File: config.mk
export PLATFORM = sky130hd
export DESIGN_NAME = pipe_reg_flat
export DESIGN_NICKNAME = d
export VERILOG_FILES = /design/src/rtl/gemm_pipe_pkg.sv /design/src/rtl/pipe_reg_if.sv /design/src/rtl/pipe_stage.sv /design/src/rtl/pipe_reg.sv /design/src/flat_wrapper.sv
export SDC_FILE = /design/constraint.sdc
export NUM_CORES = 1
export LEC_CHECK = 0
export CAP_MARGIN = 5
export CORE_AREA = 2 2 79 81
export CTS_CLUSTER_DIAMETER = 60
export DETAILED_ROUTE_END_ITERATION = 12
export DIE_AREA = 0 0 81 83
export PLACE_DENSITY = 0.84
export SKIP_LAST_GASP = 1
export SLEW_MARGIN = 15
export SYNTH_ARGS = -nofsm -noshare
export SYNTH_HDL_FRONTEND = slang
export SYNTH_HIERARCHICAL = 1
export SYNTH_SLANG_ARGS = --single-unit
File: constraint.sdc
create_clock -name clk -period 2.1 [get_ports clk]
set_input_delay 0.525 -clock clk [delete_from_list [all_inputs] [get_ports clk]]
set_output_delay 0.525 -clock clk [all_outputs]
set_load 0.01 [all_outputs]
File: src/rtl/gemm_pipe_pkg.sv
// gemm_pipe_pkg: shared helpers for the GEMM elastic pipeline blocks.
//   occ_width(depth)       : width of an occupancy count for 0..depth words.
//   params_legal(dw, depth): parameter legality check used at elaboration.
package gemm_pipe_pkg;

    function automatic int occ_width(input int depth);
        return $clog2(depth + 1);
    endfunction

    function automatic bit params_legal(input int data_width, input int depth);
        return (data_width >= 1) && (depth >= 1);
    endfunction

endpackage

File: src/rtl/pipe_reg_if.sv
// pipe_reg_if: valid/ready handshake bundle of the elastic pipeline register.
//   in_valid/in_ready/in_data    : upstream side
//   out_valid/out_ready/out_data : downstream side
//   occupancy                    : number of valid stages
//   flush                        : synchronous discard (only with PIPE_REG_FLUSH_EN)
// Modports: master = the environment driving/consuming the pipe,
//           slave  = the pipe itself.
interface pipe_reg_if
    import gemm_pipe_pkg::*;
#(
    parameter int DATA_WIDTH = 32,
    parameter int DEPTH      = 2
);
    logic                        in_valid;
    logic                        in_ready;
    logic [DATA_WIDTH-1:0]       in_data;
    logic                        out_valid;
    logic                        out_ready;
    logic [DATA_WIDTH-1:0]       out_data;
    logic [occ_width(DEPTH)-1:0] occupancy;
`ifdef PIPE_REG_FLUSH_EN
    logic                        flush;

    modport master (
        output in_valid, in_data, out_ready, flush,
        input  in_ready, out_valid, out_data, occupancy
    );
    modport slave (
        input  in_valid, in_data, out_ready, flush,
        output in_ready, out_valid, out_data, occupancy
    );
`else
    modport master (
        output in_valid, in_data, out_ready,
        input  in_ready, out_valid, out_data, occupancy
    );
    modport slave (
        input  in_valid, in_data, out_ready,
        output in_ready, out_valid, out_data, occupancy
    );
`endif
endinterface

File: src/rtl/pipe_stage.sv
// pipe_stage: one valid/data register pair of the elastic pipeline.
//   prev_valid/prev_data : word offered by the previous stage (or upstream)
//   next_ready           : ready of the following stage (or downstream)
//   flush                : clear valid at the next edge, data holds
//   valid/data           : registered stage contents
//   ready                : stage can take a word this cycle
module pipe_stage #(
    parameter int DATA_WIDTH = 32
) (
    input  logic                  clk,
    input  logic                  rst_n,
    input  logic                  prev_valid,
    input  logic [DATA_WIDTH-1:0] prev_data,
    input  logic                  next_ready,
    input  logic                  flush,
    output logic                  valid,
    output logic [DATA_WIDTH-1:0] data,
    output logic                  ready
);

    // An empty stage always accepts, which is what collapses bubbles.
    assign ready = ~valid | next_ready;

    always_ff @(posedge clk or negedge rst_n) begin
        if (!rst_n) begin
            valid <= 1'b0;
            data  <= '0;
        end else begin
            if (flush) begin
                valid <= 1'b0;
            end else if (ready) begin
                valid <= prev_valid;
            end
            // Bubbles leave the data register untouched.
            if (!flush && ready && prev_valid) begin
                data <= prev_data;
            end
        end
    end

endmodule

File: src/rtl/pipe_reg.sv
// pipe_reg: elastic pipeline register, DEPTH valid/ready stages of
// DATA_WIDTH bits with bubble collapsing and an occupancy count.
//   clk, rst_n : clock, asynchronous active-low reset
//   bus        : pipe_reg_if.slave (in_*, out_*, occupancy, optional flush)
// Optional feature macro: PIPE_REG_FLUSH_EN adds the synchronous flush input.
module pipe_reg
    import gemm_pipe_pkg::*;
#(
    parameter int DATA_WIDTH = 32,
    parameter int DEPTH      = 2
) (
    input logic       clk,
    input logic       rst_n,
    pipe_reg_if.slave bus
);

    localparam int OCC_W = occ_width(DEPTH);

    if (!params_legal(DATA_WIDTH, DEPTH)) begin : g_param_check
        $error("pipe_reg: DATA_WIDTH and DEPTH must both be >= 1");
    end

    logic flush_i;
`ifdef PIPE_REG_FLUSH_EN
    assign flush_i = bus.flush;
`else
    assign flush_i = 1'b0;
`endif

    // rdy[i] is the ready of stage i; rdy[DEPTH] is the downstream ready.
    logic [DEPTH:0]        rdy;
    logic [DEPTH-1:0]      valid_q;
    logic [DATA_WIDTH-1:0] data_q [DEPTH];
    logic [OCC_W-1:0]      occ;

    assign rdy[DEPTH] = bus.out_ready;

    for (genvar i = 0; i < DEPTH; i++) begin : g_stage
        logic                  prev_valid;
        logic [DATA_WIDTH-1:0] prev_data;

        if (i == 0) begin : g_head
            assign prev_valid = bus.in_valid;
            assign prev_data  = bus.in_data;
        end else begin : g_body
            assign prev_valid = valid_q[i-1];
            assign prev_data  = data_q[i-1];
        end

        pipe_stage #(
            .DATA_WIDTH (DATA_WIDTH)
        ) u_stage (
            .clk        (clk),
            .rst_n      (rst_n),
            .prev_valid (prev_valid),
            .prev_data  (prev_data),
            .next_ready (rdy[i+1]),
            .flush      (flush_i),
            .valid      (valid_q[i]),
            .data       (data_q[i]),
            .ready      (rdy[i])
        );
    end

    // Flush masks both handshakes so no word crosses either boundary.
    assign bus.in_ready  = rdy[0] & ~flush_i;
    assign bus.out_valid = valid_q[DEPTH-1] & ~flush_i;
    assign bus.out_data  = data_q[DEPTH-1];

    always_comb begin
        occ = '0;
        for (int unsigned i = 0; i < DEPTH; i++) begin
            occ = occ + OCC_W'(valid_q[i]);
        end
    end

    assign bus.occupancy = occ;

endmodule

File: src/flat_wrapper.sv
// flat-port wrapper written by rule: the top's interface ports become plain ports
module pipe_reg_flat import gemm_pipe_pkg::*;
#(
    parameter int DATA_WIDTH = 32,
    parameter int DEPTH      = 2
)
  (clk, rst_n, bus_in_valid, bus_in_data, bus_out_ready, bus_in_ready, bus_out_valid, bus_out_data, bus_occupancy);
  pipe_reg_if #(.DATA_WIDTH(DATA_WIDTH), .DEPTH(DEPTH)) bus_i ();
  input logic clk;
  input logic rst_n;
  input wire logic [$bits(bus_i.in_valid)-1:0] bus_in_valid;
  input wire logic [$bits(bus_i.in_data)-1:0] bus_in_data;
  input wire logic [$bits(bus_i.out_ready)-1:0] bus_out_ready;
  output wire logic [$bits(bus_i.in_ready)-1:0] bus_in_ready;
  output wire logic [$bits(bus_i.out_valid)-1:0] bus_out_valid;
  output wire logic [$bits(bus_i.out_data)-1:0] bus_out_data;
  output wire logic [$bits(bus_i.occupancy)-1:0] bus_occupancy;
  assign bus_i.in_valid = bus_in_valid;
  assign bus_i.in_data = bus_in_data;
  assign bus_i.out_ready = bus_out_ready;
  assign bus_in_ready = bus_i.in_ready;
  assign bus_out_valid = bus_i.out_valid;
  assign bus_out_data = bus_i.out_data;
  assign bus_occupancy = bus_i.occupancy;
  pipe_reg #(.DATA_WIDTH(DATA_WIDTH), .DEPTH(DEPTH)) u_core (.clk(clk), .rst_n(rst_n), .bus(bus_i));
endmodule
==> impl_summary.md <==
Worst setup path
The data arrival time of the worst path is 1410 ps. On the critical path, the stage with the largest delay is an instance of sky130_fd_sc_hd__clkdlybuf4s50_1. The peak fanout along the critical path is 3. For this run, the slowest stage of the critical path takes 480 ps. STA classifies the critical path startpoint as a register.

The sort of element at the end of the critical path is a primary output. The critical path is of the register to primary output type. The critical path goes through ha_1 -> clkdlybuf4s50_1. The data required time of the worst path is 1570 ps.

Timing
The post-route fraction of the period consumed by the critical path is 92.0%. The post-route worst setup slack is around 170 ps. Adding up every negative setup slack in the final design gives 0 ps. The number of failing hold endpoints at the final stage came to 0.

Setup repair after global routing left no endpoint under its margin. The count of final max-slew check failures is 0. The setup-violating endpoint count in the final report is 0. The maximum clock frequency is approximately 520 MHz.

For the final database, setup skew stands at approximately 7.6 ps. For the finished layout, the period the worst path requires is approximately 1900 ps.

Clocking
TritonCTS built the clock tree. The clock-pin slew on the worst setup and hold paths is 70 ps. The number of H-tree levels is 3. The clock insertion delay at the later pin of the skew report is about 330 ps. Clock tree synthesis found a total of 66 sinks. TritonCTS created 9 clock buffers.

The clock passes through at most 2 buffers. The root buffer selected by CTS is sky130_fd_sc_hd__clkbuf_8.

Final layout
The number of antenna diodes in the final layout is 0. The final cell count without fillers is 315. The final design utilization is 61.3%. In the final design database the tool counted between 200 and 300 nets. Cells with a size suffix above 1 make up 38.3% of the layout. The fill cell instance count of the final layout is between 400 and 500. The most common cell after layout, fill and taps aside is sky130_fd_sc_hd__clkdlybuf4s50_1. After routing the design area is approximately 3600 µm².

The signed area change from the synthesized netlist to the final layout is 40.2%. The library cells used most frequently in the layout, excluding fill and tap cells, are sky130_fd_sc_hd__clkdlybuf4s50_1 (67), sky130_fd_sc_hd__dfrtp_1 (66), sky130_fd_sc_hd__mux2_2 (64).

Synth
After synthesis the cells add up to roughly 2500 µm². The average instance in the mapped netlist occupies about 17 µm². The distinct cell type count after synthesis is 9. The sequential fraction of the synthesis area is 64.9%.

The total of warnings raised by yosys is 6. The synthesized instance count is ~150. Synthesis inferred 66 register bits.

Global route
Entering global routing, the biggest net connects 67 pins. The total congestion overflow is 0. Global routing consumed, on the met2 layer, around a quarter of the routing resources. The wire length of the first global-routing pass is 7530 µm. The met1 demand-to-capacity share in global routing is 17.6%.

Global routing used between 15 and 20% of the available tracks across all layers. The initial antenna violation count is 0. The number of global-route vias before repair came to between 1.5k and 2k. met2 is the most crowded layer. The met3 capacity usage during global routing is under 10%.

Floorplan
The total area inside the core boundary comes to around 5800 µm². The floorplan has 28 rows. The horizontal die dimension is between 80 and 90 µm.

The die covers roughly 6700 µm². The count of boundary I/O pins is ~70. Once the floorplan was initialized, standard cells occupied between 40% and 50% of the core. Measured along the y axis, the die boundary spans between 80 and 90 µm.

Placed design
After legalization and detailed placement, the total HPWL measured ~3200 µm. The count of placed standard cells including taps is roughly 300. The port buffer count is a little over 70. Before CTS, the worst setup slack after placement is -206 ps. The instance area after placement is approximately 3400 µm². The congestion estimate from routability-driven global placement came to around 0.69.

Run status
The flow ran to the end, and the final reports show no timing, DRC or antenna violations.

Power and ir drop
In this run, the clock network consumes 28.4% of the power. The internal power component is about 2.7 mW. For this design the static power due to leakage is around 1.5 nW. Net switching is 24.9% of the power. The combinational fraction of design power is between 20% and 30%. Power spread over the standard cell area amounts to a little over 1000 nW/µm².

The power spent charging and discharging nets is roughly 900 µW. The peak supply drop is 523 µV. In this run, flip-flops and latches consume around 47% of the power.

Drt
Using the TritonRoute via totals, the vias-per-cell ratio works out to ~4.8. The total wire length is between 4000 and 5000 µm. After detailed routing, the average wire length per cell comes to 14.7 µm. The final route contains 1499 vias.

In this run the remaining antenna-violating nets after routing total 0. The DRC violation count after routing is 0. The first routing iteration left 46 violations. The pre-antenna-repair detailed-routing pass consisted of 2 iterations.

Flow run
Across the run, the number of max-cap violations was 0.

Min path
In this run the worst hold path is classified as input pin to async pin.
## what timing repair did
action / in CTS / in global routing
resized for setup: 2 / 1
gates cloned: 0 / 0
hold buffers: 0 / 0
pin swaps: 0 / 0
endpoints found under the hold margin: 0 / 0
buffers inserted: 0 / 1
setup endpoints to repair: 1 / 1
## logic make-up after synthesis
family / count (synthesis) / share of synthesized area [%]
adders and majority gates: 1 / 0.492
buffers and inverters: 8 / 2.95
DFF: 66 / 64.9
muxes: 64 / 28.3
other: 1 / 0.147
and+or+nand+nor: 8 / 3.15
## power by group through the flow
stage / sequential, mW / combinational [mW] / clock, mW
final: 1.70 / 0.904 / 1.04
after detailed placement: 1.73 / 0.913 / 0
after CTS: 1.71 / 0.918 / 1.06
after global routing: 1.74 / 0.969 / 1.13
after global placement: 1.71 / 0.889 / 0
after floorplan: 1.79 / 0.302 / 0
## stage by stage
stage | hold slack [ps] | power, mW
floorplan | 229 | 2.09
global placement | 480 | 2.60
detailed placement | 490 | 2.64
CTS | 207 | 3.69
global route | 203 | 3.84
finish | 199 | 3.64
## synth_stat cells
cell type	instances	area [µm²]
sky130_fd_sc_hd__ha_1	1	12.5
sky130_fd_sc_hd__nor3b_4	2	37.5
sky130_fd_sc_hd__mux2_2	64	721
sky130_fd_sc_hd__inv_1	2	7.51
sky130_fd_sc_hd__dfrtp_1	66	1650
sky130_fd_sc_hd__nor2b_4	2	27.5
sky130_fd_sc_hd__nor2_1	4	15.0
sky130_fd_sc_hd__buf_6	6	67.6
sky130_fd_sc_hd__conb_1	1	3.75
## worst max-delay path, delay by kind of cell (launching register included)
kind,cells,cell delay [ps]
fa+ha+maj,1,200
flops,1,400
buf+inv,1,480
## final timing paths
kind,from,slack [ps],end,depth (start not counted)
setup / recovery,u_core/g_stage[1].u_stage/valid,170,bus_occupancy[1],2
max in group asynchronous,rst_n,1630,u_core/g_stage[1].u_stage/data[15],2
hold / removal,rst_n,200,u_core/g_stage[1].u_stage/data[0],2
min in group clk,u_core/g_stage[0].u_stage/data[10],500,u_core/g_stage[1].u_stage/data[10],1
setup reg to reg,u_core/g_stage[0].u_stage/valid,350,u_core/g_stage[0].u_stage/data[14],6
hold reg to reg,u_core/g_stage[0].u_stage/data[10],500,u_core/g_stage[1].u_stage/data[10],1
## sequential cells by signal, summed over array words and instances, names as in the netlist
| signal | flops |
|---|---|
| u_core/g_stage.u_stage/valid | 2 |
| u_core/g_stage.u_stage/data | 64 |
## final cells by class
cell class	instances	area (µm²)	share of cell area, %
sequential	66	1650	46.3
timing repair buffer	79	791	22.2
clock inverter	5	53.8	1.51
tap	75	93.8	2.63
inverter	2	7.51	0.210
multi-input combinational	77	828	23.2
clock buffer	11	141	3.96
## layer usage
layer	wire length [µm]	part of all wire [%]
met5	0	0
met4	55	1.2
met3	276	5.9
met2	2350	51
met1	1970	42
(Power assumes the default switching activity.)
